--- src/rtl/seq_bit_serializer_pkg.sv ---
// Shared definitions for the bit serializer: state encoding, default sizing
// and the counter-width helper used to size the bit and gap counters.
package seq_bit_serializer_pkg;

  typedef enum logic [1:0] {
    IDLE  = 2'd0,
    SHIFT = 2'd1,
    GAP   = 2'd2
  } serState_t;

  localparam int DEFAULT_WIDTH      = 8;
  localparam int DEFAULT_GAP_CYCLES = 0;

  // Bits needed to hold the values 0..n-1, never fewer than one.
  function automatic int cntWidth(input int n);
    return (n <= 2) ? 1 : $clog2(n);
  endfunction

endpackage

--- src/rtl/seq_bit_serializer.sv ---
// Parallel-to-serial front end for the "1001" sequence detector: accepts WIDTH-bit
// words over valid/ready and emits one bit per bit_tick on a registered ser_out.
module seq_bit_serializer
  import seq_bit_serializer_pkg::*;
#(
  parameter int   WIDTH      = DEFAULT_WIDTH,
  parameter bit   MSB_FIRST  = 1'b1,
  parameter int   GAP_CYCLES = DEFAULT_GAP_CYCLES,
  parameter logic IDLE_LEVEL = 1'b0
) (
  input  logic             clk,
  input  logic             rst,
  input  logic [WIDTH-1:0] in_data,
  input  logic             in_valid,
  output logic             in_ready,
  input  logic             bit_tick,
  output logic             ser_out,
  output logic             ser_valid,
  output logic             busy,
  output logic             word_done
);

  localparam int BW = cntWidth(WIDTH);
  localparam int GW = cntWidth(GAP_CYCLES + 1);
  localparam logic [BW-1:0] BIT_LAST = BW'(WIDTH - 1);
  localparam logic [GW-1:0] GAP_LAST = GW'((GAP_CYCLES > 0) ? GAP_CYCLES - 1 : 0);
  localparam bit HAS_GAP = (GAP_CYCLES > 0);

  serState_t        r_state;
  logic [WIDTH-1:0] r_shiftReg;
  logic [BW-1:0]    r_bitCnt;
  logic [GW-1:0]    r_gapCnt;
  logic             r_serOut;
  logic             r_serValid;
  logic             r_busy;
  logic             r_wordDone;

  serState_t        w_stateNext;
  logic [WIDTH-1:0] w_shiftNext;
  logic [WIDTH-1:0] w_shifted;
  logic [BW-1:0]    w_bitCntNext;
  logic [GW-1:0]    w_gapCntNext;
  logic             w_wordDoneNext;
  logic             w_serOutNext;
  logic             w_serValidNext;
  logic             w_busyNext;
  logic             w_lastBit;
  logic             w_accept;

  function automatic logic headBit(input logic [WIDTH-1:0] v);
    return MSB_FIRST ? v[WIDTH-1] : v[0];
  endfunction

  assign w_shifted = MSB_FIRST ? {r_shiftReg[WIDTH-2:0], 1'b0}
                               : {1'b0, r_shiftReg[WIDTH-1:1]};

  // Without a gap, the cycle that consumes the last bit can already take the
  // next word so the detector sees an unbroken stream.
  assign w_lastBit = (r_state == SHIFT) && (r_bitCnt == BIT_LAST) && bit_tick;
  assign in_ready  = (r_state == IDLE) || (!HAS_GAP && w_lastBit);
  assign w_accept  = in_valid && in_ready;

  always_comb begin
    w_stateNext    = r_state;
    w_shiftNext    = r_shiftReg;
    w_bitCntNext   = r_bitCnt;
    w_gapCntNext   = r_gapCnt;
    w_wordDoneNext = 1'b0;
    unique case (r_state)
      IDLE: begin
        if (w_accept) begin
          w_stateNext  = SHIFT;
          w_shiftNext  = in_data;
          w_bitCntNext = '0;
        end
      end
      SHIFT: begin
        if (bit_tick) begin
          if (r_bitCnt == BIT_LAST) begin
            w_wordDoneNext = 1'b1;
            w_bitCntNext   = '0;
            if (HAS_GAP) begin
              w_stateNext  = GAP;
              w_gapCntNext = '0;
              w_shiftNext  = '0;
            end else if (w_accept) begin
              w_shiftNext = in_data;
            end else begin
              w_stateNext = IDLE;
              w_shiftNext = '0;
            end
          end else begin
            w_shiftNext  = w_shifted;
            w_bitCntNext = r_bitCnt + BW'(1);
          end
        end
      end
      GAP: begin
        if (bit_tick) begin
          if (r_gapCnt == GAP_LAST) begin
            w_stateNext  = IDLE;
            w_gapCntNext = '0;
          end else begin
            w_gapCntNext = r_gapCnt + GW'(1);
          end
        end
      end
      default: w_stateNext = IDLE;
    endcase
  end

  // Outputs are decoded from next-state values so they can be registered.
  always_comb begin
    w_serValidNext = (w_stateNext == SHIFT);
    w_serOutNext   = w_serValidNext ? headBit(w_shiftNext) : IDLE_LEVEL;
    w_busyNext     = (w_stateNext != IDLE);
  end

  always_ff @(posedge clk or negedge rst) begin
    if (!rst) begin
      r_state    <= IDLE;
      r_shiftReg <= '0;
      r_bitCnt   <= '0;
      r_gapCnt   <= '0;
      r_serOut   <= IDLE_LEVEL;
      r_serValid <= 1'b0;
      r_busy     <= 1'b0;
      r_wordDone <= 1'b0;
    end else begin
      r_state    <= w_stateNext;
      r_shiftReg <= w_shiftNext;
      r_bitCnt   <= w_bitCntNext;
      r_gapCnt   <= w_gapCntNext;
      r_serOut   <= w_serOutNext;
      r_serValid <= w_serValidNext;
      r_busy     <= w_busyNext;
      r_wordDone <= w_wordDoneNext;
    end
  end

  assign ser_out   = r_serOut;
  assign ser_valid = r_serValid;
  assign busy      = r_busy;
  assign word_done = r_wordDone;

endmodule

--- config.mk ---
export PLATFORM = sky130hd
export DESIGN_NAME = seq_bit_serializer
export DESIGN_NICKNAME = d
export VERILOG_FILES = /design/src/rtl/seq_bit_serializer_pkg.sv /design/src/rtl/seq_bit_serializer.sv
export SDC_FILE = /design/constraint.sdc
export NUM_CORES = 1
export LEC_CHECK = 0
export BUFFER_PORTS_ARGS = -buffer_cell sky130_fd_sc_hd__clkbuf_2
export CORE_MARGIN = 10
export CORE_UTILIZATION = 47
export DETAILED_ROUTE_END_ITERATION = 6
export HOLD_SLACK_MARGIN = 0.03
export PLACE_DENSITY = 0.7
export SLEW_MARGIN = 10
export SYNTH_ARGS = -nofsm -noshare
export SYNTH_HDL_FRONTEND = slang
export SYNTH_SLANG_ARGS = --single-unit
--- constraint.sdc ---
create_clock -name clk -period 1.8 [get_ports clk]
set_clock_uncertainty 0.1 [all_clocks]
set_input_delay 0.36 -clock clk [delete_from_list [all_inputs] [get_ports clk]]
set_output_delay 0.36 -clock clk [all_outputs]
set_load 0.01 [all_outputs]
==> impl_metrics.sql, run 1 <==
INSERT INTO impl_metrics (metric_group, metric, value, unit) VALUES
('clocking', 'cts.reportedPaths.clkPinSlew', '0.10', 'ns'),
('worst_setup_path', 'timing.critical_path.required', '1.34', 'ns'),
('clocking', 'cts_htree_levels', '1', ''),
('route', 'drt-vias-per-instance', '5.436', ''),
('worst_setup_path', 'r2r_cells', '6', ''),
('yosys', 'synth_xor_xnor_area_share', '0', '%'),
('clocking', 'cts_bufs_inserted', '3', ''),
('die', 'start_util', '51.38', '%'),
('worst_setup_path', 'timing.critical_path.arrival', '1.36', 'ns'),
('place', 'placedCellCount', '93', ''),
('die', 'ios', '17', ''),
('clocking', 'tritoncts', 'done', ''),
('route', 'wirelength', '1530', 'um'),
('worst_setup_path', 'timing.critical_path.cells', 'ha_4, ha_4, a21boi_4, nor2_1, buf_2', ''),
('outcome', 'outcome', 'complete, but fails checks', ''),
('worst_setup_path', 'critical_setup_path_kind', 'reg2out', ''),
('place', 'dpl-instance-area', '883.3', 'um2'),
('sta', 'achievable-frequency', '0.5491', 'GHz'),
('sta', 'setup_slack', '-0.02101', 'ns'),
('sta', 'max_slew_margin', '72.72', '%'),
('route', 'first_iter_violations', '6', ''),
('worst_setup_path', 'setup.worst_path.end', 'in_ready', ''),
('yosys', 'sequential_cell_area_fraction_in_the_yosys_report', '53.71', '%'),
('yosys', 'synthMuxAreaShare', '1.422', '%'),
('grt', 'grt-busiest-layer', 'met2', ''),
('outcome', 'failed_checks', 'negative setup slack', ''),
('worst_setup_path', 'cp_num_buf_inv', '1', ''),
('worst_setup_path', 'timing.critical_path.slowest_stage_cell', 'dfrtp_1', ''),
('route', 'final_antenna_net_count', '0', ''),
('worst_hold_path', 'min-delay-path-class', 'in2reg', ''),
('yosys', 'netlist_area', '792.0', 'um2'),
('grt', 'grt_antenna_before_repair', '0', ''),
('power', 'p_leak', '0.4669', 'nW'),
('grt', 'grt_util_met3', '4.527', '%'),
('route', 'avgRoutedWirePerCell', '15.15', 'um'),
('sta', 'finalSetupViolations', '1', ''),
('layout', 'growth_of_design_area_from_synthesis_to_finish', '22.27', '%'),
('route', 'first_pass_iters', '4', ''),
('place', 'portBuffers', '16', ''),
('layout', 'final_design_area_no_fill', '968.4', 'um2'),
('worst_setup_path', 'setup.worst_path.end_class', 'output port', ''),
('yosys', 'ys.warnings.count', '0', ''),
('route', 'vias', '549', ''),
('worst_setup_path', 'crit_path_max_incr_delay', '0.42', 'ns'),
('yosys', 'synth_cell_types', '25', ''),
('grt', 'grt_start_max_net_pins', '18', ''),
('clocking', 'cts-root-buf', 'clkbuf_4', ''),
('grt', 'grt_first_pass_wirelength', '2490', 'um'),
('power', 'p_per_area', '1139', 'nW/um2'),
('yosys', 'synthSimpleGateAreaFrac', '20.06', '%'),
('die', 'core_area', '1541', 'um2'),
('yosys', 'synth-compound-area-share', '18.17', '%'),
('route', 'detail_route.drc_violations', '0', ''),
('power', 'total_power', '1.103', 'mW'),
('die', 'die_area', '3727', 'um2'),
('power', 'peak_supply_drop', '0.0007613', 'V'),
('yosys', 'syn_inst', '62', ''),
('sta', 'period_share', '101.2', '%'),
('layout', 'final_cells', '101', ''),
('worst_setup_path', 'worst_setup_path_start', 'r_bitCnt[0]$_DFFE_PN0P_', ''),
('grt', 'groute.usage.overall', '8.712', '%'),
('place', 'dp_hpwl', '1073', 'um'),
('sta', 'worst_slew_pin_slew', '0.4091', 'ns'),
('die', 'die_height', '61.05', 'um'),
('worst_setup_path', 'crit-reg2reg-capture', 'r_shiftReg[2]$_DFFE_PN0P_', ''),
('sta', 'rsz0062_at_grt', 'true', ''),
('yosys', 'synth.avg_cell_area', '12.77', 'um2'),
('clocking', 'max_clock_buf_depth', '2', ''),
('sta', 'hold_violations', '0', ''),
('worst_setup_path', 'worst-path-stages', '5', ''),
('grt', 'vias_in_the_first_global_route', '570', '');
final cells by class:
| type | instances | area, um2 | share of cell area, % |
|---|---|---|---|
| Tap cell | 16 | 20.02 | 2.067 |
| Inverter | 3 | 11.26 | 1.163 |
| Sequential cell | 17 | 425.4 | 43.93 |
| Clock buffer | 3 | 22.52 | 2.326 |
| Clock inverter | 1 | 5.005 | 0.5168 |
| Multi-Input combinational cell | 40 | 364.1 | 37.60 |
| Timing Repair Buffer | 21 | 120.1 | 12.40 |
flip-flops by register name, summed over array words and instances, names as in the netlist:
register    cells
word_done       1
ser_valid       1
r_bitCnt        3
r_shiftReg      8
r_state         2
busy            1
ser_out         1
synth_stat cells (all sizes together):
cell / instances / share of area (%)
nand2b: 3 / 2.4
nor2: 1 / 0.47
a221o: 6 / 7.6
o21ai: 2 / 1.3
a22o: 3 / 3.3
ha: 2 / 3.2
nor4bb: 2 / 2.5
nand2: 2 / 1.3
o21bai: 2 / 1.9
inv: 3 / 1.4
mux2: 1 / 1.4
and4bb: 1 / 1.6
buf: 2 / 2.1
and2: 6 / 4.7
a31oi: 1 / 0.79
a21o: 1 / 0.95
nor3b: 3 / 4.3
and2b: 1 / 0.95
a21boi: 1 / 2.4
nand3b: 2 / 1.9
dfrtp: 17 / 54
cell families after synthesis:
logic type                 Yosys count
AOI/OAI and AO/OA                   16
adders and majority gates            2
buffers and inverters                5
DFF                                 17
muxes                                1
and+or+nand+nor                     21
placed cells by master (no fill, tap or decap):
cell type      synthesis  layout
ha_4                   0       2
dfrtp_1               17      17
dlygate4sd3_1          0       1
nor3b_1                2       2
nor4bb_1               2       2
buf_2                  1       1
mux2_2                 1       1
buf_4                  0       4
clkbuf_2               0      15
nor3b_4                1       1
a22o_1                 3       3
clkinv_2               0       1
a221o_1                6       6
o21ai_0                1       1
and2b_1                1       1
nand2b_1               3       3
nand2_2                1       1
and4bb_2               1       1
a21o_1                 1       1
inv_1                  3       3
o21bai_1               2       2
nand3b_1               2       2
a31oi_1                1       1
nor2_1                 1       1
nand2_1                1       1
and2_1                 6       6
o21ai_1                1       1
clkbuf_4               0       3
a21boi_4               1       1
per-stage QoR:
| stage | utilization [%] | setup WS, ns | TNS (ns) |
|---|---|---|---|
| after global routing | 62.82 | -0.08082 | -0.08652 |
| after detailed placement | 57.31 | 0.08592 | 0 |
| final | 62.82 | -0.02101 | -0.02101 |
| after global placement | 57.31 | 0.1320 | 0 |
| after CTS | 62.18 | -0.04767 | -0.04767 |
| after floorplan | - | 0.1872 | 0 |
what timing repair did:
| action | CTS | global route |
|---|---|---|
| hold buffers | 1 | 0 |
| setup endpoints to repair | 1 | 7 |
| resized for setup | 3 | 2 |
| pin swaps | 2 | 2 |
| endpoints found under the hold margin | 17 | 0 |
| setup buffers | 3 | 0 |
how the worst min path moves through the flow:
stage,cells after the start,to,from
floorplan,0,busy$_DFF_PN0_,rst
global placement,1,ser_out$_DFF_PN0_,rst
detailed placement,1,ser_out$_DFF_PN0_,rst
CTS,2,r_shiftReg[1]$_DFFE_PN0P_,in_data[1]
global route,2,r_shiftReg[4]$_DFFE_PN0P_,in_data[4]
finish,2,r_shiftReg[1]$_DFFE_PN0P_,in_data[1]
per-layer routing:
| metal | up-vias | part of all wire, % |
|---|---|---|
| met4 | 0 | 0.59 |
| met2 | 10 | 49 |
| met3 | 2 | 4.8 |
| met1 | 261 | 45 |
| met5 | - | 0 |
| li1 | 276 | - |
power breakdown:
part           internal, mW  leakage (nW)  switching, mW
Clock                0.0827        0.0177          0.119
Combinational         0.200         0.236          0.140
Sequential            0.490         0.214         0.0729
Note: power is estimated with default switching activity, not from simulation.
==> inputs of run 2 (changes only) <==
--- a/config.mk
+++ b/config.mk
@@ -6,6 +6,7 @@
 export NUM_CORES = 1
 export LEC_CHECK = 0
 export BUFFER_PORTS_ARGS = -buffer_cell sky130_fd_sc_hd__clkbuf_2
+export CORE_ASPECT_RATIO = 0.9
 export CORE_MARGIN = 10
 export CORE_UTILIZATION = 47
 export DETAILED_ROUTE_END_ITERATION = 6
==> impl_metrics.sql, run 2 (same netlist as run 1, synthesis figures left out) <==
INSERT INTO impl_metrics (metric_group, metric, value, unit) VALUES
('worst_setup_path', 'critical_setup_path_kind', 'reg2out', ''),
('layout', 'largestRegisters', 'r_shiftReg (8), r_bitCnt (3), r_state (2)', ''),
('layout', 'final_standard_cell_utilization_of_the_core', '64.35', '%'),
('route', 'wirelength', '1601', 'um'),
('place', 'placement.setup.worst_slack', '0.08889', 'ns'),
('layout', 'final_net_count', '101', ''),
('clocking', 'cts.reportedPaths.clkPinSlew', '0.10', 'ns'),
('sta', 'finalMaxSlewViolations', '0', ''),
('clocking', 'max_clock_buf_depth', '2', ''),
('worst_hold_path', 'min-delay-path-class', 'in2reg', ''),
('place', 'dp_hpwl', '1143', 'um'),
('route', 'vias', '559', ''),
('worst_setup_path', 'timing.critical_path.required', '1.34', 'ns'),
('grt', 'grt_first_pass_wirelength', '2691', 'um'),
('layout', 'final_cell_mix', 'dfrtp_1 (17), clkbuf_2 (15), and2_1 (6), a221o_1 (6), buf_4 (5)', ''),
('sta', 'finalSetupViolations', '1', ''),
('route', 'first_iter_violations', '11', ''),
('grt', 'groute.usage.overall', '9.127', '%'),
('outcome', 'failed_checks', 'negative setup slack', ''),
('die', 'die_x', '63.27', 'um'),
('grt', 'grt_start_max_net_pins', '18', ''),
('clocking', 'cts.sink_count', '17', ''),
('clocking', 'worst_skew_pair.late_latency', '0.29', 'ns'),
('layout', 'regMostFlops', 'r_shiftReg', ''),
('power', 'p_per_area', '1121', 'nW/um2'),
('die', 'core_area', '1513', 'um2'),
('outcome', 'outcome', 'complete, but fails checks', ''),
('route', 'final_antenna_net_count', '0', ''),
('sta', 'rsz0062_at_grt', 'true', ''),
('route', 'detail_route.drc_violations', '0', ''),
('clocking', 'cts_htree_levels', '1', ''),
('grt', 'grt_antenna_before_repair', '0', ''),
('flow_run', 'max_cap_violations', '0', ''),
('die', 'die_height', '58.95', 'um'),
('worst_setup_path', 'timing.critical_path.cells', 'ha_2, ha_4, a21boi_4, nor2_1, buf_2', ''),
('grt', 'grt.overflow.total', '0', ''),
('route', 'first_pass_iters', '4', ''),
('route', 'avgRoutedWirePerCell', '14.82', 'um'),
('grt', 'vias_in_the_first_global_route', '597', ''),
('sta', 'achievable-frequency', '0.5481', 'GHz'),
('sta', 'setup_slack', '-0.02457', 'ns'),
('layout', 'antennaDiodeCount', '0', ''),
('layout', 'growth_of_design_area_from_synthesis_to_finish', '22.91', '%'),
('worst_setup_path', 'cp-start-kind', 'register', ''),
('layout', 'largest_reg_flops', '8', ''),
('clocking', 'cts-root-buf', 'clkbuf_4', ''),
('die', 'num_rows', '13', ''),
('route', 'drt-vias-per-instance', '5.176', ''),
('sta', 'period_minus_slack', '1.825', 'ns'),
('sta', 'hold_violations', '0', ''),
('die', 'die_area', '3729', 'um2'),
('layout', 'mostFrequentLayoutCell', 'dfrtp_1', ''),
('clocking', 'tritoncts', 'done', ''),
('place', 'gpl.final_weighted_congestion', '0.7275', ''),
('power', 'peak_supply_drop', '0.0007185', 'V'),
('worst_setup_path', 'timing.critical_path.slowest_stage_cell', 'dfrtp_1', ''),
('worst_setup_path', 'worst-path-max-fanout', '2', ''),
('sta', 'max_slew_margin', '72.52', '%'),
('sta', 'worst_slew_pin_slew', '0.4122', 'ns'),
('sta', 'period_share', '101.4', '%'),
('power', 'p_leak', '0.4705', 'nW'),
('worst_setup_path', 'path_delay_family', 'flip-flops', ''),
('worst_setup_path', 'setup.worst_path.end_class', 'output port', ''),
('clocking', 'cts_bufs_inserted', '3', ''),
('worst_setup_path', 'cp_num_buf_inv', '1', ''),
('die', 'start_util', '52.36', '%'),
('die', 'ios', '17', ''),
('layout', 'drive_above_1_share', '37.21', '%'),
('worst_setup_path', 'crit_path_max_incr_delay', '0.40', 'ns'),
('worst_setup_path', 'timing.critical_path.arrival', '1.36', 'ns'),
('place', 'portBuffers', '16', '');
-- run 2: repair_timing --
item                                   in CTS  in global routing
setup endpoints to repair                   1                  2
hold buffers                                1                  0
resized for setup                           3                  1
pin swaps                                   2                  4
endpoints found under the hold margin      17                  0
gates cloned                                0                  0
buffers inserted                            3                  2
-- run 2: path summary, 6_finish.rpt --
kind                                      startpoint                   endpoint  slack [ns]  depth (start not counted)
min in group asynchronous                        rst       r_state[0]$_DFF_PN0_        0.42                          2
max reg2reg                  r_bitCnt[0]$_DFFE_PN0P_  r_shiftReg[1]$_DFFE_PN0P_        0.07                          6
min reg2reg                r_shiftReg[2]$_DFFE_PN0P_  r_shiftReg[2]$_DFFE_PN0P_        0.41                          1
min                                       in_data[2]  r_shiftReg[2]$_DFFE_PN0P_        0.19                          2
max                          r_bitCnt[0]$_DFFE_PN0P_                   in_ready       -0.02                          5
max in group asynchronous                        rst  r_shiftReg[1]$_DFFE_PN0P_        0.89                          2
-- run 2: cell type report --
class                   count  area, um2
fillers                   145      539.3
flip-flops and latches     17      425.4
multi-input cells          40      354.1
repair buffers             22      127.6
well taps                  22      27.53
clock buffers               3      22.52
inverters                   3      11.26
clock inverters             1      5.005
-- run 2: per-stage QoR --
stage	setup TNS, ns	std cells	power, mW	hold slack, ns	cell area [um2]
2_1_floorplan	0	62	0.7538	-0.03559	792.0
3_3_place_gp	0	99	0.8346	0.2071	890.9
3_5_place_dp	0	99	0.8440	0.2093	890.9
4_1_cts	-0.04691	107	1.095	0.1854	965.9
5_1_grt	-0.1127	108	1.178	0.1720	973.4
6_report	-0.02457	108	1.091	0.1903	973.4
-- run 2: metal layers --
metal | global-route usage (%) | routed length [um] | part of all wire (%) | vias to the layer above
li1 | - | - | - | 275
met1 | 11.11 | 782 | 49 | 267
met2 | 13.89 | 695 | 43 | 13
met3 | 3.970 | 81 | 5.1 | 4
met4 | 3.738 | 42 | 2.6 | 0
met5 | 0 | 0 | 0 | -
-- run 2: power breakdown --
group	leakage [nW]	switching [mW]	internal, mW
registers	0.214	0.0663	0.490
logic	0.239	0.138	0.193
clock network	0.0177	0.121	0.0827
total	0.470	0.326	0.765
